<file path="src/rtl/arb_pkg.sv">
// Shared definitions for the synchronous round-robin arbiter:
// FSM state encoding and the select-width helper.
package arb_pkg;

  typedef enum logic [1:0] {
    IDLE = 2'd0,
    REQ  = 2'd1,
    ACKD = 2'd2,
    RTZ  = 2'd3
  } arb_state_t;

  // A select index needs at least one bit, even for N=1 or N=2.
  function automatic int clog2_min1(input int n);
    return (n <= 2) ? 1 : $clog2(n);
  endfunction

endpackage

</file>
<file path="src/rtl/sync_rr_arbiter_if.sv">
// Requester and resource handshake bundle of the arbiter.
// The slave side is the arbiter; the master side is its environment.
interface sync_rr_arbiter_if #(
  parameter int N     = 4,
  parameter int SEL_W = 2
);
  logic [N-1:0]     req;
  logic [N-1:0]     ack;
  logic             res_req;
  logic             res_ack;
  logic [SEL_W-1:0] res_sel;
  logic             busy;
  logic             err;

  modport master (output req, res_ack, input ack, res_req, res_sel, busy, err);
  modport slave  (input req, res_ack, output ack, res_req, res_sel, busy, err);
endinterface

</file>
<file path="src/rtl/rr_arb_pick.sv">
// Combinational round-robin winner search starting at ptr and wrapping at N-1.
module rr_arb_pick import arb_pkg::*; #(
  parameter int N     = 4,
  parameter int SEL_W = clog2_min1(N)
) (
  input  logic [N-1:0]     req,
  input  logic [SEL_W-1:0] ptr,
  output logic             valid,
  output logic [SEL_W-1:0] idx
);

  int               j;
  logic [SEL_W-1:0] js;

  // Walk from lowest to highest priority so the entry nearest ptr wins last.
  always_comb begin
    valid = 1'b0;
    idx   = '0;
    j     = 0;
    js    = '0;
    for (int i = N - 1; i >= 0; i--) begin
      j = int'(ptr) + i;
      if (j >= N) j = j - N;
      js = SEL_W'(j);
      if (req[js]) begin
        valid = 1'b1;
        idx   = js;
      end
    end
  end

endmodule

</file>
<file path="src/rtl/sync_rr_arbiter.sv">
// Clocked N-way round-robin arbiter with four-phase handshakes on both sides,
// rotating priority and a res_ack watchdog.
module sync_rr_arbiter import arb_pkg::*; #(
  parameter int N       = 4,
  parameter int SEL_W   = clog2_min1(N),
  parameter int TIMEOUT = 255,
  parameter int TW      = 8
) (
  input logic clk,
  input logic reset,
  sync_rr_arbiter_if.slave bus
);

  localparam logic [TW-1:0] TMO = TW'(TIMEOUT);

  arb_state_t       state;
  logic [SEL_W-1:0] ptr;
  logic [TW-1:0]    wdog;
  logic [N-1:0]     ack_r;
  logic             res_req_r;
  logic [SEL_W-1:0] res_sel_r;
  logic             busy_r;
  logic             err_r;

  logic             pick_valid;
  logic [SEL_W-1:0] pick_idx;
  logic             waiting;

  rr_arb_pick #(.N(N), .SEL_W(SEL_W)) u_pick (
    .req   (bus.req),
    .ptr   (ptr),
    .valid (pick_valid),
    .idx   (pick_idx)
  );

  // Cycles where the awaited res_ack level has not yet arrived.
  assign waiting = ((state == REQ) && !bus.res_ack) ||
                   ((state == RTZ) &&  bus.res_ack);

  always_ff @(posedge clk) begin
    if (reset) begin
      state     <= IDLE;
      ptr       <= '0;
      wdog      <= '0;
      ack_r     <= '0;
      res_req_r <= 1'b0;
      res_sel_r <= '0;
      busy_r    <= 1'b0;
      err_r     <= 1'b0;
    end else begin
      case (state)
        IDLE: if (pick_valid) begin
          res_sel_r <= pick_idx;
          res_req_r <= 1'b1;
          busy_r    <= 1'b1;
          state     <= REQ;
        end
        REQ: begin
          if (!bus.req[res_sel_r]) err_r <= 1'b1;
          if (bus.res_ack) begin
            ack_r <= {{(N-1){1'b0}}, 1'b1} << res_sel_r;
            state <= ACKD;
          end
        end
        ACKD: if (!bus.req[res_sel_r]) begin
          res_req_r <= 1'b0;
          state     <= RTZ;
        end
        RTZ: if (!bus.res_ack) begin
          ack_r  <= '0;
          ptr    <= (res_sel_r == SEL_W'(N - 1)) ? '0 : res_sel_r + 1'b1;
          busy_r <= 1'b0;
          state  <= IDLE;
        end
        default: state <= IDLE;
      endcase

      // A non-waiting cycle is either a state change or a state with nothing to time.
      if (waiting) begin
        if (wdog != TMO) begin
          wdog <= wdog + 1'b1;
          if ((TIMEOUT != 0) && ((wdog + 1'b1) == TMO)) err_r <= 1'b1;
        end
      end else begin
        wdog <= '0;
      end
    end
  end

  assign bus.ack     = ack_r;
  assign bus.res_req = res_req_r;
  assign bus.res_sel = res_sel_r;
  assign bus.busy    = busy_r;
  assign bus.err     = err_r;

endmodule

</file>
<file path="src/flat_wrapper.sv">
// flat-port wrapper written by rule: the top's interface ports become plain ports
module sync_rr_arbiter_flat import arb_pkg::*;
#(
  parameter int N       = 4,
  parameter int SEL_W   = clog2_min1(N),
  parameter int TIMEOUT = 255,
  parameter int TW      = 8
)
  (clk, reset, bus_req, bus_res_ack, bus_ack, bus_res_req, bus_res_sel, bus_busy, bus_err);
  sync_rr_arbiter_if #(.N(N), .SEL_W(SEL_W)) bus_i ();
  input logic clk;
  input logic reset;
  input wire logic [$bits(bus_i.req)-1:0] bus_req;
  input wire logic [$bits(bus_i.res_ack)-1:0] bus_res_ack;
  output wire logic [$bits(bus_i.ack)-1:0] bus_ack;
  output wire logic [$bits(bus_i.res_req)-1:0] bus_res_req;
  output wire logic [$bits(bus_i.res_sel)-1:0] bus_res_sel;
  output wire logic [$bits(bus_i.busy)-1:0] bus_busy;
  output wire logic [$bits(bus_i.err)-1:0] bus_err;
  assign bus_i.req = bus_req;
  assign bus_i.res_ack = bus_res_ack;
  assign bus_ack = bus_i.ack;
  assign bus_res_req = bus_i.res_req;
  assign bus_res_sel = bus_i.res_sel;
  assign bus_busy = bus_i.busy;
  assign bus_err = bus_i.err;
  sync_rr_arbiter #(.N(N), .SEL_W(SEL_W), .TIMEOUT(TIMEOUT), .TW(TW)) u_core (.clk(clk), .reset(reset), .bus(bus_i));
endmodule
</file>
<file path="config.mk">
export PLATFORM = sky130hd
export DESIGN_NAME = sync_rr_arbiter_flat
export DESIGN_NICKNAME = d
export VERILOG_FILES = /design/src/rtl/arb_pkg.sv /design/src/rtl/sync_rr_arbiter_if.sv /design/src/rtl/rr_arb_pick.sv /design/src/rtl/sync_rr_arbiter.sv /design/src/flat_wrapper.sv
export SDC_FILE = /design/constraint.sdc
export NUM_CORES = 1
export LEC_CHECK = 0
export CAP_MARGIN = 10
export CORE_MARGIN = 4
export CORE_UTILIZATION = 40
export CTS_BUF_LIST = sky130_fd_sc_hd__clkbuf_8
export DETAILED_ROUTE_END_ITERATION = 8
export DONT_BUFFER_PORTS = 1
export SYNTH_ARGS = -nofsm -noshare
export SYNTH_HDL_FRONTEND = slang
export SYNTH_SLANG_ARGS = --single-unit
</file>
<file path="constraint.sdc">
create_clock -name clk -period 3.4 [get_ports clk]
set_input_delay 1.02 -clock clk [delete_from_list [all_inputs] [get_ports clk]]
set_output_delay 1.02 -clock clk [all_outputs]
set_load 0.01 [all_outputs]
</file>
# ---- Yosys cells after proc, flatten, opt, wreduce, memory -nomap -nowiden
# Index checks and enable logic that the tools add are counted.
dict set report classes {
  eq_ne 10
  bitwise 2
  addsub 9
  n_reduce_logical 15
  n_shift 1
  mux 41
  n_lt_le_gt_ge 9
}
# cell n
set op_table {}
lappend op_table {{2-bit 2-to-1 mux} 13}
lappend op_table {{1-bit 2-to-1 mux} 17}
lappend op_table {{2-bit by 3-bit < comparator with 1-bit output (second input constant)} 5}
lappend op_table {{1-bit binary-select mux with 2-bit select} 5}
lappend op_table {{3-bit >= comparator (second input constant)} 3}
lappend op_table {{3-bit AND reduction} 3}
lappend op_table {{8-bit by 1-bit adder with 8-bit output (second input constant)} 1}
lappend op_table {{8-bit == test (second input constant)} 1}
lappend op_table {{4-bit 2-to-1 mux} 2}
lappend op_table {{8-bit inequality test (second input constant)} 1}
lappend op_table {{2-bit case mux with 4 select lines} 1}
lappend op_table {{4-bit case mux with 2 select lines} 1}
lappend op_table {{2-bit by 1-bit subtractor with 2-bit output (second input constant)} 4}
lappend op_table {{2-bit by 2-bit adder with 3-bit output (second input constant)} 2}
lappend op_table {{2-bit == test (second input constant)} 3}
lappend op_table {{2-bit inequality test (second input constant)} 3}
lappend op_table {{2-bit nonzero test} 3}
lappend op_table {{1-bit case mux with 2 select lines} 2}
lappend op_table {{2-bit AND reduction} 2}
lappend op_table {{4-bit AND reduction} 1}
lappend op_table {{1-bit by 2-bit << shifter with 4-bit output (first input constant)} 1}
lappend op_table {{2-bit by 1-bit adder with 3-bit output (second input constant)} 1}
lappend op_table {{2-bit by 3-bit >= comparator with 1-bit output (second input constant)} 1}
lappend op_table {{2-bit by 1-bit adder with 2-bit output (second input constant)} 1}
lappend op_table {{8 further kinds} 10}
dict set report totals {
  inputBits 7
  wordCells 95
  ff_bits 21
  out_inout_bits 9
}

# ---- Longest topological paths before layout
# Gate-level depths: netlist of the first run.
dict set report depth {
  word_depth 11
  mapped_depth 7
  depth_no_buf 6
}

# ---- By module
# From an unflattened synthesis of the first run, not the netlist that was laid out.
dict set report unflattened {
  hier_cells 143
  hier_area_um2 1204.9
}
# mod cells_per_inst instances area_per_inst_um2 seq_area_each_um2
set by_module_without_submodules {}
lappend by_module_without_submodules {sync_rr_arbiter 130 1 1127.3 420.4}
lappend by_module_without_submodules {rr_arb_pick 13 1 77.6 0.0}

# ---- Worst setup path before layout of the first run
# OpenSTA, ideal clock, no wires.
dict set report synth_path {
  path_type {in2reg}
  startpoint {in bus_req[3]}
  endpoint {reg u_core.state[1]}
  required_time_ps 3273
  stages 4
  path_buffers 0
  slack_ps 1180
  t_arrival_ps 2092
  setup_time_ps 127
  cell_sequence {mux4_2 > a221oi_1 > mux2i_1 > nor2_1}
}
dict set report synth_between {
  elab_chain_len 8
  elab_cells_between_ends 17
  cone_classes {2 x eq/ne; 14 x mux; 1 x reduce/logical}
}
# element line
set synth_lines {}
lappend synth_lines {{start, declared} flat_wrapper.sv:13} ;# input wire logic [$bits(bus_i.req)-1:0] bus_req;
lappend synth_lines {{1-bit binary-select mux with 2-bit select} rr_arb_pick.sv:25} ;# if (req[js]) begin
lappend synth_lines {{1-bit 2-to-1 mux (not written as such)} rr_arb_pick.sv:25}
lappend synth_lines {{1-bit 2-to-1 mux (4 in series)} rr_arb_pick.sv:25}
lappend synth_lines {{2-bit by 1-bit inequality test with 1-bit output (no line)} -}
lappend synth_lines {{4-bit AND reduction (no line) *} -}
lappend synth_lines {{end signal, assigned} sync_rr_arbiter.sv:42} ;# state <= IDLE;
lappend synth_lines {{end signal, assigned} sync_rr_arbiter.sv:56} ;# state <= REQ;
lappend synth_lines {{end signal, assigned} sync_rr_arbiter.sv:62} ;# state <= ACKD;
lappend synth_lines {{end, declared} sync_rr_arbiter.sv:16} ;# arb_state_t state;
# Mark *: on every way between the ends. The rest lies on a longest branch, timed or not. The select of a mux whose other input is x is not followed.
# A chain may end at the register's enable or synchronous reset.

# ---- Final worst setup path of the first run
dict set report layout_path {
  startpoint {reg u_core.state[1]}
  endpoint {reg u_core.err_r (netlist: u_core.bus.err)}
}
dict set report layout_between {
  elab_chain_len 5
  elab_cells_between_ends 9
  cone_classes {2 x eq/ne; 4 x mux; 3 x reduce/logical}
}
# element line
set layout_lines {}
lappend layout_lines {{2-bit by 1-bit == test with 1-bit output} {sync_rr_arbiter.sv:37, sync_rr_arbiter.sv:51}}
lappend layout_lines {{1-bit 2-to-1 mux} sync_rr_arbiter.sv:51} ;# case (state)
lappend layout_lines {{1-bit 2-to-1 mux} sync_rr_arbiter.sv:82} ;# if ((TIMEOUT != 0) && ((wdog + 1'b1) == TMO)) err_r <= 1'b1;
lappend layout_lines {{1-bit 2-to-1 mux} sync_rr_arbiter.sv:80} ;# if (wdog != TMO) begin
lappend layout_lines {{1-bit 2-to-1 mux *} sync_rr_arbiter.sv:79} ;# if (waiting) begin
lappend layout_lines {{end signal, assigned} sync_rr_arbiter.sv:49} ;# err_r <= 1'b0;
lappend layout_lines {{end signal, assigned} sync_rr_arbiter.sv:59} ;# if (!bus.req[res_sel_r]) err_r <= 1'b1;
lappend layout_lines {{end signal, assigned} sync_rr_arbiter.sv:82}
lappend layout_lines {{end, declared} sync_rr_arbiter.sv:23} ;# logic err_r;
# Mark *: on every way between the ends. The rest lies on a longest branch, timed or not.

==> results of run 1 <==
## power groups by stage
stage	Sequential (mW)	Combinational, mW	Clock, mW
2_1_floorplan	0.338	0.192	0
3_3_place_gp	0.351	0.214	0
3_5_place_dp	0.352	0.221	0
4_1_cts	0.346	0.222	0.174
5_1_grt	0.352	0.254	0.183
6_report	0.345	0.220	0.166
## flip-flops by register name, indices dropped and copies added, names as in the netlist
signal	flops
u_core.bus.ack	4
u_core.bus.busy	1
u_core.bus.err	1
u_core.bus.res_req	1
u_core.bus.res_sel	2
u_core.ptr	2
u_core.state	2
u_core.wdog	8
## cell usage after synthesis, types with 3 or more instances
| library cell | number | area share, % |
|---|---|---|
| a2111oi_0 | 4 | 3.0 |
| a21oi_1 | 14 | 6.0 |
| and2_1 | 3 | 1.6 |
| clkbuf_1 | 5 | 1.6 |
| dfxtp_1 | 21 | 36 |
| ha_1 | 11 | 12 |
| inv_1 | 9 | 2.9 |
| mux2i_1 | 3 | 2.6 |
| nand2_1 | 4 | 1.3 |
| nand3_1 | 3 | 1.3 |
| nand4_1 | 3 | 1.6 |
| nor2_1 | 12 | 3.8 |
| nor2b_1 | 3 | 1.6 |
| nor3_1 | 5 | 2.1 |
| o21ai_0 | 6 | 2.6 |
| xor2_1 | 4 | 3.0 |
## per-layer routing
metal | routed length [um] | GRT usage, % | vias to the layer above
met3 | 90 | 3.306 | 5
met1 | 1145 | 18.47 | 451
met4 | 50 | 8.182 | 0
li1 | - | - | 474
met2 | 1045 | 20.71 | 10
met5 | 0 | 0 | -
## cells by family (layout without fill, tap and decap cells)
group | Yosys count | in the layout | synth area share (%)
AO/OA/AOI/OAI | 37 | 37 | 20.43
flip-flops | 21 | 21 | 35.94
buffers and inverters | 15 | 13 | 5.454
multiplexers | 5 | 5 | 5.775
AND/OR/NAND/NOR | 38 | 38 | 16.15
adder cells (fa/ha/maj) | 11 | 11 | 11.76
XOR/XNOR | 6 | 6 | 4.492
## worst reg2reg max path, cell delays in order, from the launching register on
cell and delay [ns]:
dfxtp_1 0.35, inv_1 0.12, ha_1 0.37, mux2_4 0.24, nand2b_1 0.19, or4_1 0.57, o32ai_1 0.23
## worst paths after layout
| kind | slack [ns] | depth (start not counted) | endpoint | start |
|---|---|---|---|---|
| worst min-delay path | 0.53 | 2 | u_core.wdog[6] | u_core.wdog[7] |
| worst max-delay path | 1.25 | 6 | u_core.bus.err | u_core.state[1] |
| worst min register to register | 0.53 | 2 | u_core.wdog[6] | u_core.wdog[7] |
| worst max register to register | 1.25 | 6 | u_core.bus.err | u_core.state[1] |
## cell type report
cell class                      instances  area [um2]
Multi-Input combinational cell         97       685.7
Tap cell                               31       38.79
Inverter                                9       33.78
Fill cell                             283        1556
Clock buffer                            3       41.29
Clock inverter                          1       5.005
Sequential cell                        21       420.4
==> results.toml, run 1 <==
[cts]
clkSlewWorstSetupHoldPaths_ns = 0.08
root_buffer = "clkbuf_8"
htreeDepth = 1
clock_sinks = 21
insertion_delay_ns = 0.26
cts_buffer_depth = 2
tritoncts = "done"
cts-buffers-inserted = 3
cts_hold_buf = 0
post_cts_buffers = 0
ctsResizeCount = 0

[power_and_ir_drop]
p_leak_nw = 0.4650
ir_worst_vdd_v = 0.0003222
total_power_uw = 731.1
clkPwrFrac_pct = 22.7
p_seq_share_pct = 47.2
power_switching_uw = 262.6
netSwitchingFraction_pct = 35.92
power_density_nw_per_um2 = 596.9
p_comb_share_pct = 30.1
p_int_uw = 468.5

[layout]
layout.cells.non_filler = 162
synthToLayoutAreaGrowth_pct = 4.705
layout_common_cells = "dfxtp_1 (21), a21oi_1 (14), nor2_1 (12)"
fin_nets = 150
drive_gt1_share_pct = 4.580
final_common_cell = "dfxtp_1"
fin_area_um2 = 1225
final_util_pct = 44.04
diodes = 0

[worst_setup_path]
cp-end-kind = "flop"
path_buf_inv = 1
cp_max_fo = 11
cp_slowest_cell = "or4_1"
startpoint_type = "flop"
crit_type = "reg -> reg"
cpLargestDelayFamily = "simple AND/OR/NAND/NOR gates"
path_cells = "inv_1, ha_1, mux2_4, nand2b_1, or4_1, o32ai_1"
cp_slowest_stage_delay_ns = 0.57
required_ns = 3.57
cp_data_arrival_time_ns = 2.33

[timing]
period_needed_ns = 2.152
rsz0062_at_grt = "false"
holdWs_ns = 0.5330
worst_pin_slew_ns = 0.6281
hold_viol = 0
setup_violations = 0
relSlewSlack_pct = 57.74
post-route-period-util_pct = 63.28
finClkSkew_ns = 0.002686
fmax_mhz = 464.8
layout_setup_ws_ns = 1.248
drv_slew = 0
setup_tns_ns = 0

[place]
dpl_cell_area_um2 = 1179
port_buffers = 0
pre_cts_slack_ns = 1.098
hpwlAfterDp_um = 1720
place_inst = 158
globalplace.congestion = 0.7478

[grt]
grt_overflow_total = 0
grt_max_degree = 15
grt_usage_pct = 14.01
grt_first_pass_wirelength_um = 3933
grt_pass1_vias = 872
antenna_found_initial = 0

[drt]
drtIter0Drc = 38
via_count = 940
firstDrtPassIters = 4
detail-route-antenna-nets = 0
viasPerCell = 5.802
wl_um = 2331
remaining_drc_errors = 0
wire_per_inst_um = 14.39

[floorplan]
initial_core_util_pct = 42.06
die_x_um = 62.08
die-area_um2 = 3854
pin_count = 16
die_y_um = 62.08
rows = 19
core-area_um2 = 2781

[yosys]
synth.net_count = 151
syn_inst = 133
ys_types = 33
avgSynthCellArea_um2 = 8.796
synth-async-reset-ratio_pct = 0
yosys_warnings = 0
synth_edf_count = 0
netlist_area_um2 = 1170
ys.flop_type = "dfxtp_1"
ys_seq_area_share_pct = 35.94
synth_seq_cells = 21

[hold_path]
hold_path.class = "reg -> reg"

[job]
cap_viol_max_count = 0

[status]
status = "completed"
Power figures use the tool's default switching activity.
==> run 2, diff against run 1 <==
clock period = 2 ns   (was 3.4 ns; I/O delays follow)
==> results.toml, run 2 (synthesized netlist as in run 1, its figures left out) <==
[cts]
cts-buffers-inserted = 3
clock_sinks = 21
cts_hold_buf = 0
insertion_delay_ns = 0.27
clkSlewWorstSetupHoldPaths_ns = 0.09
ctsResizeCount = 0
root_buffer = "clkbuf_8"
cts_buffer_depth = 2
htreeDepth = 1
tritoncts = "done"
post_cts_buffers = 0

[hold_path]
hold_path.class = "in -> reg"
min_path_cells = 1

[timing]
relSlewSlack_pct = 68.00
worst_pin_slew_ns = 0.4756
period_needed_ns = 1.725
post-route-period-util_pct = 86.27
finClkSkew_ns = 0.01182
hold_viol = 0
fmax_mhz = 579.5
setup_tns_ns = 0
drv_slew = 0
rsz0062_at_grt = "false"
setup_violations = 0

[power_and_ir_drop]
ir_worst_vdd_v = 0.0005235
power_density_nw_per_um2 = 1012
p_leak_nw = 0.4905
total_power_mw = 1.278

[worst_setup_path]
cp_data_arrival_time_ns = 1.89
rr_worst_depth = 6
startpoint_type = "flop"
cp-end-kind = "flop"
required_ns = 2.17
cp_max_fo = 4
crit_type = "reg -> reg"

[layout]
drive_gt1_share_pct = 8.088
synthToLayoutAreaGrowth_pct = 7.914
fin_nets = 155
seq_area_um2 = 420.4
layout_common_cells = "dfxtp_1 (21), a21oi_1 (14), nor2_1 (12)"
diodes = 0
final_common_cell = "dfxtp_1"
multi_input_area_um2 = 685.7
largest_register_ffs = 8
nFillCells = 267
largest_register = "u_core.wdog"

[place]
globalplace.congestion = 0.7535
port_buffers = 0
hpwlAfterDp_um = 1778

[job]
cap_viol_max_count = 0

[drt]
via_count = 943
highest_layer = "met4"
viasPerCell = 5.647
met3RoutedLength_um = 94
wire_per_inst_um = 14.10
remaining_drc_errors = 0
wl_um = 2355
route.met2.wl_um = 1077
met1Wirelength_um = 1120
drtIter0Drc = 62
detail-route-antenna-nets = 0
firstDrtPassIters = 4

[floorplan]
die_x_um = 62.08
pin_count = 16
rows = 19
die-area_um2 = 3854
die_y_um = 62.08
core-area_um2 = 2781
initial_core_util_pct = 42.06

[grt]
grt_usage_pct = 13.84
grt_first_pass_wirelength_um = 3864
grt_max_degree = 15
grt_pass1_vias = 864
antenna_found_initial = 0
grt_overflow_total = 0

[status]
status = "completed"
## run 2: final timing paths
check                                      from                    end  slack (ns)
worst min-delay path                      reset  u_core.bus.res_sel[1]        0.39
worst max-delay path            u_core.state[1]         u_core.bus.err        0.27
worst max register to register  u_core.state[1]         u_core.bus.err        0.27
worst min register to register   u_core.wdog[7]         u_core.wdog[6]        0.53
## run 2: layout make-up
cell class / instances / share of cell area, %
clock inverters: 1 / 0.3964
repair buffers: 5 / 2.973
multi-input cells: 97 / 54.31
clock buffers: 3 / 3.271
well taps: 31 / 3.072
flip-flops and latches: 21 / 33.30
inverters: 9 / 2.676
## run 2: metrics by stage
step | instance area (um2) | utilization [%] | hold WS (ns) | setup slack, ns | std cells
CTS | 1262 | 45.39 | 0.3797 | 0.2781 | 167
finish | 1262 | 45.39 | 0.3857 | 0.2745 | 167
global route | 1262 | 45.39 | 0.3754 | 0.08795 | 167
floorplan | 1170 | - | 0.4949 | 0.2003 | 133
detailed placement | 1216 | 43.72 | 0.5247 | 0.1399 | 163
global placement | 1216 | 43.72 | 0.5153 | 0.1477 | 163
## run 2: report_power, final
group / switching [mW] / internal, mW
Sequential: 0.0860 / 0.489
Combinational: 0.222 / 0.191
Clock: 0.150 / 0.139
Total: 0.457 / 0.820
## run 2: metal layers
layer / global-route usage [%] / vias up
met5: 0 / -
met4: 8.788 / 0
met3: 2.893 / 7
met2: 21.75 / 14
met1: 17.08 / 439
li1: - / 483
## run 2: worst max-delay path, cell delays in order (launching register included)
cell and delay, ns:
dfxtp_1 0.36, inv_1 0.12, ha_1 0.18, mux2_4 0.17, nand2b_1 0.07, or4_1 0.51
o32ai_1 0.23
==> run 3, diff against run 2 <==
CTS_CLUSTER_SIZE = 8   (was not set)
PLACE_DENSITY = 0.55   (was not set)
RECOVER_POWER = 50   (was not set)
==> results.toml, run 3 (synthesized netlist as in run 1, its figures left out) <==
[layout]
drive_gt1_share_pct = 5.147
fin_nets = 155
synthToLayoutAreaGrowth_pct = 6.845
fin_area_um2 = 1250
diodes = 0
largest_register = "u_core.wdog"
final_common_cell = "dfxtp_1"
final_util_pct = 44.94
layout.cells.non_filler = 167
largest_register_ffs = 8
layout_common_cells = "dfxtp_1 (21), a21oi_1 (14), nor2_1 (12)"

[place]
place_inst = 163
pre_cts_slack_ns = 0.1146
dpl_cell_area_um2 = 1216
globalplace.congestion = 0.7772
port_buffers = 0
hpwlAfterDp_um = 1735

[worst_setup_path]
startpoint_type = "flop"
crit_type = "reg -> reg"
r2r_start = "u_core.bus.res_sel[1]"
startpoint = "u_core.bus.res_sel[1]"
cp_max_fo = 3
cp-end-kind = "flop"
cp_data_arrival_time_ns = 1.85
required_ns = 2.16

[timing]
layout_setup_ws_ns = 0.3085
worst_pin_slew_ns = 0.5191
post-route-period-util_pct = 84.58
period_needed_ns = 1.692
finClkSkew_ns = 0.003629
fmax_mhz = 591.2
rsz0062_at_grt = "false"
drv_slew = 0
relSlewSlack_pct = 65.08
hold_viol = 0
setup_tns_ns = 0
holdWs_ns = 0.3942
setup_violations = 0

[cts]
cts-buffers-inserted = 3
post_cts_buffers = 0
cts_hold_buf = 0
root_buffer = "clkbuf_8"
tritoncts = "done"
insertion_delay_ns = 0.26
clock_sinks = 21
htreeDepth = 1
cts_buffer_depth = 2
clkSlewWorstSetupHoldPaths_ns = 0.08
ctsResizeCount = 0

[status]
status = "completed"

[drt]
viasPerCell = 5.677
highest_layer = "met4"
remaining_drc_errors = 0
via_count = 948
met3RoutedLength_um = 111
route.met2.wl_um = 1123
detail-route-antenna-nets = 0
drtIter0Drc = 23
met1Wirelength_um = 1085
wl_um = 2352
wire_per_inst_um = 14.08
firstDrtPassIters = 4

[floorplan]
rows = 19
die-area_um2 = 3854
pin_count = 16
core-area_um2 = 2781
die_x_um = 62.08
die_y_um = 62.08
initial_core_util_pct = 42.06

[power_and_ir_drop]
power_switching_uw = 448.3
clkPwrFrac_pct = 22.0
total_power_mw = 1.259
p_seq_share_pct = 45.5
ir_worst_vdd_v = 0.0005170
netSwitchingFraction_pct = 35.62
p_int_uw = 810.4
p_comb_share_pct = 32.5
p_leak_nw = 0.4784
power_density_nw_per_um2 = 1007

[grt]
grt_overflow_total = 0
grt_first_pass_wirelength_um = 4105
grt_max_degree = 15
grt_usage_pct = 14.58
antenna_found_initial = 0
grt_pass1_vias = 910

[job]
cap_viol_max_count = 0

[hold_path]
min_from = "reset"
hold_path.class = "in -> reg"
-- run 3: changes by cell type in the layout (fill, tap and decap cells not counted) --
cell      previous run  this run
clkbuf_1             0         3
clkinv_2             1         0
buf_4                5         2
inv_1                9        10
and2_0               0         1
and2_1               3         2
-- run 3: critical path, stage by stage, from the launching register on --
cell	delay [ns]
dfxtp_1	0.36
mux4_2	0.55
a221oi_1	0.39
mux2i_1	0.24
nor2_1	0.05
-- run 3: power by group through the flow --
stage	Combinational [mW]	Clock, mW	Sequential, mW
6_report	0.409	0.277	0.572
4_1_cts	0.424	0.289	0.576
5_1_grt	0.472	0.307	0.588
3_3_place_gp	0.413	0	0.585
3_5_place_dp	0.420	0	0.585
2_1_floorplan	0.326	0	0.574
-- run 3: cell type report --
type	count	area [um2]
repair buffers	5	26.28
well taps	31	38.79
inverters	9	33.78
clock buffers	3	41.29
multi-input cells	97	685.7
flip-flops and latches	21	420.4
fillers	292	1531
clock inverters	1	3.754
-- run 3: worst paths after layout --
| kind | endpoint | slack, ns | depth (start not counted) |
|---|---|---|---|
| max | u_core.state[1] | 0.31 | 4 |
| min | u_core.bus.res_sel[1] | 0.39 | 1 |
| max reg2reg | u_core.state[1] | 0.31 | 4 |
| min reg2reg | u_core.wdog[6] | 0.52 | 2 |
-- run 3: routing by layer --
metal | global-route usage [%] | up-vias
met4 | 4.848 | 0
met1 | 16.88 | 450
li1 | - | 483
met5 | 0 | -
met2 | 24.56 | 11
met3 | 5.579 | 4
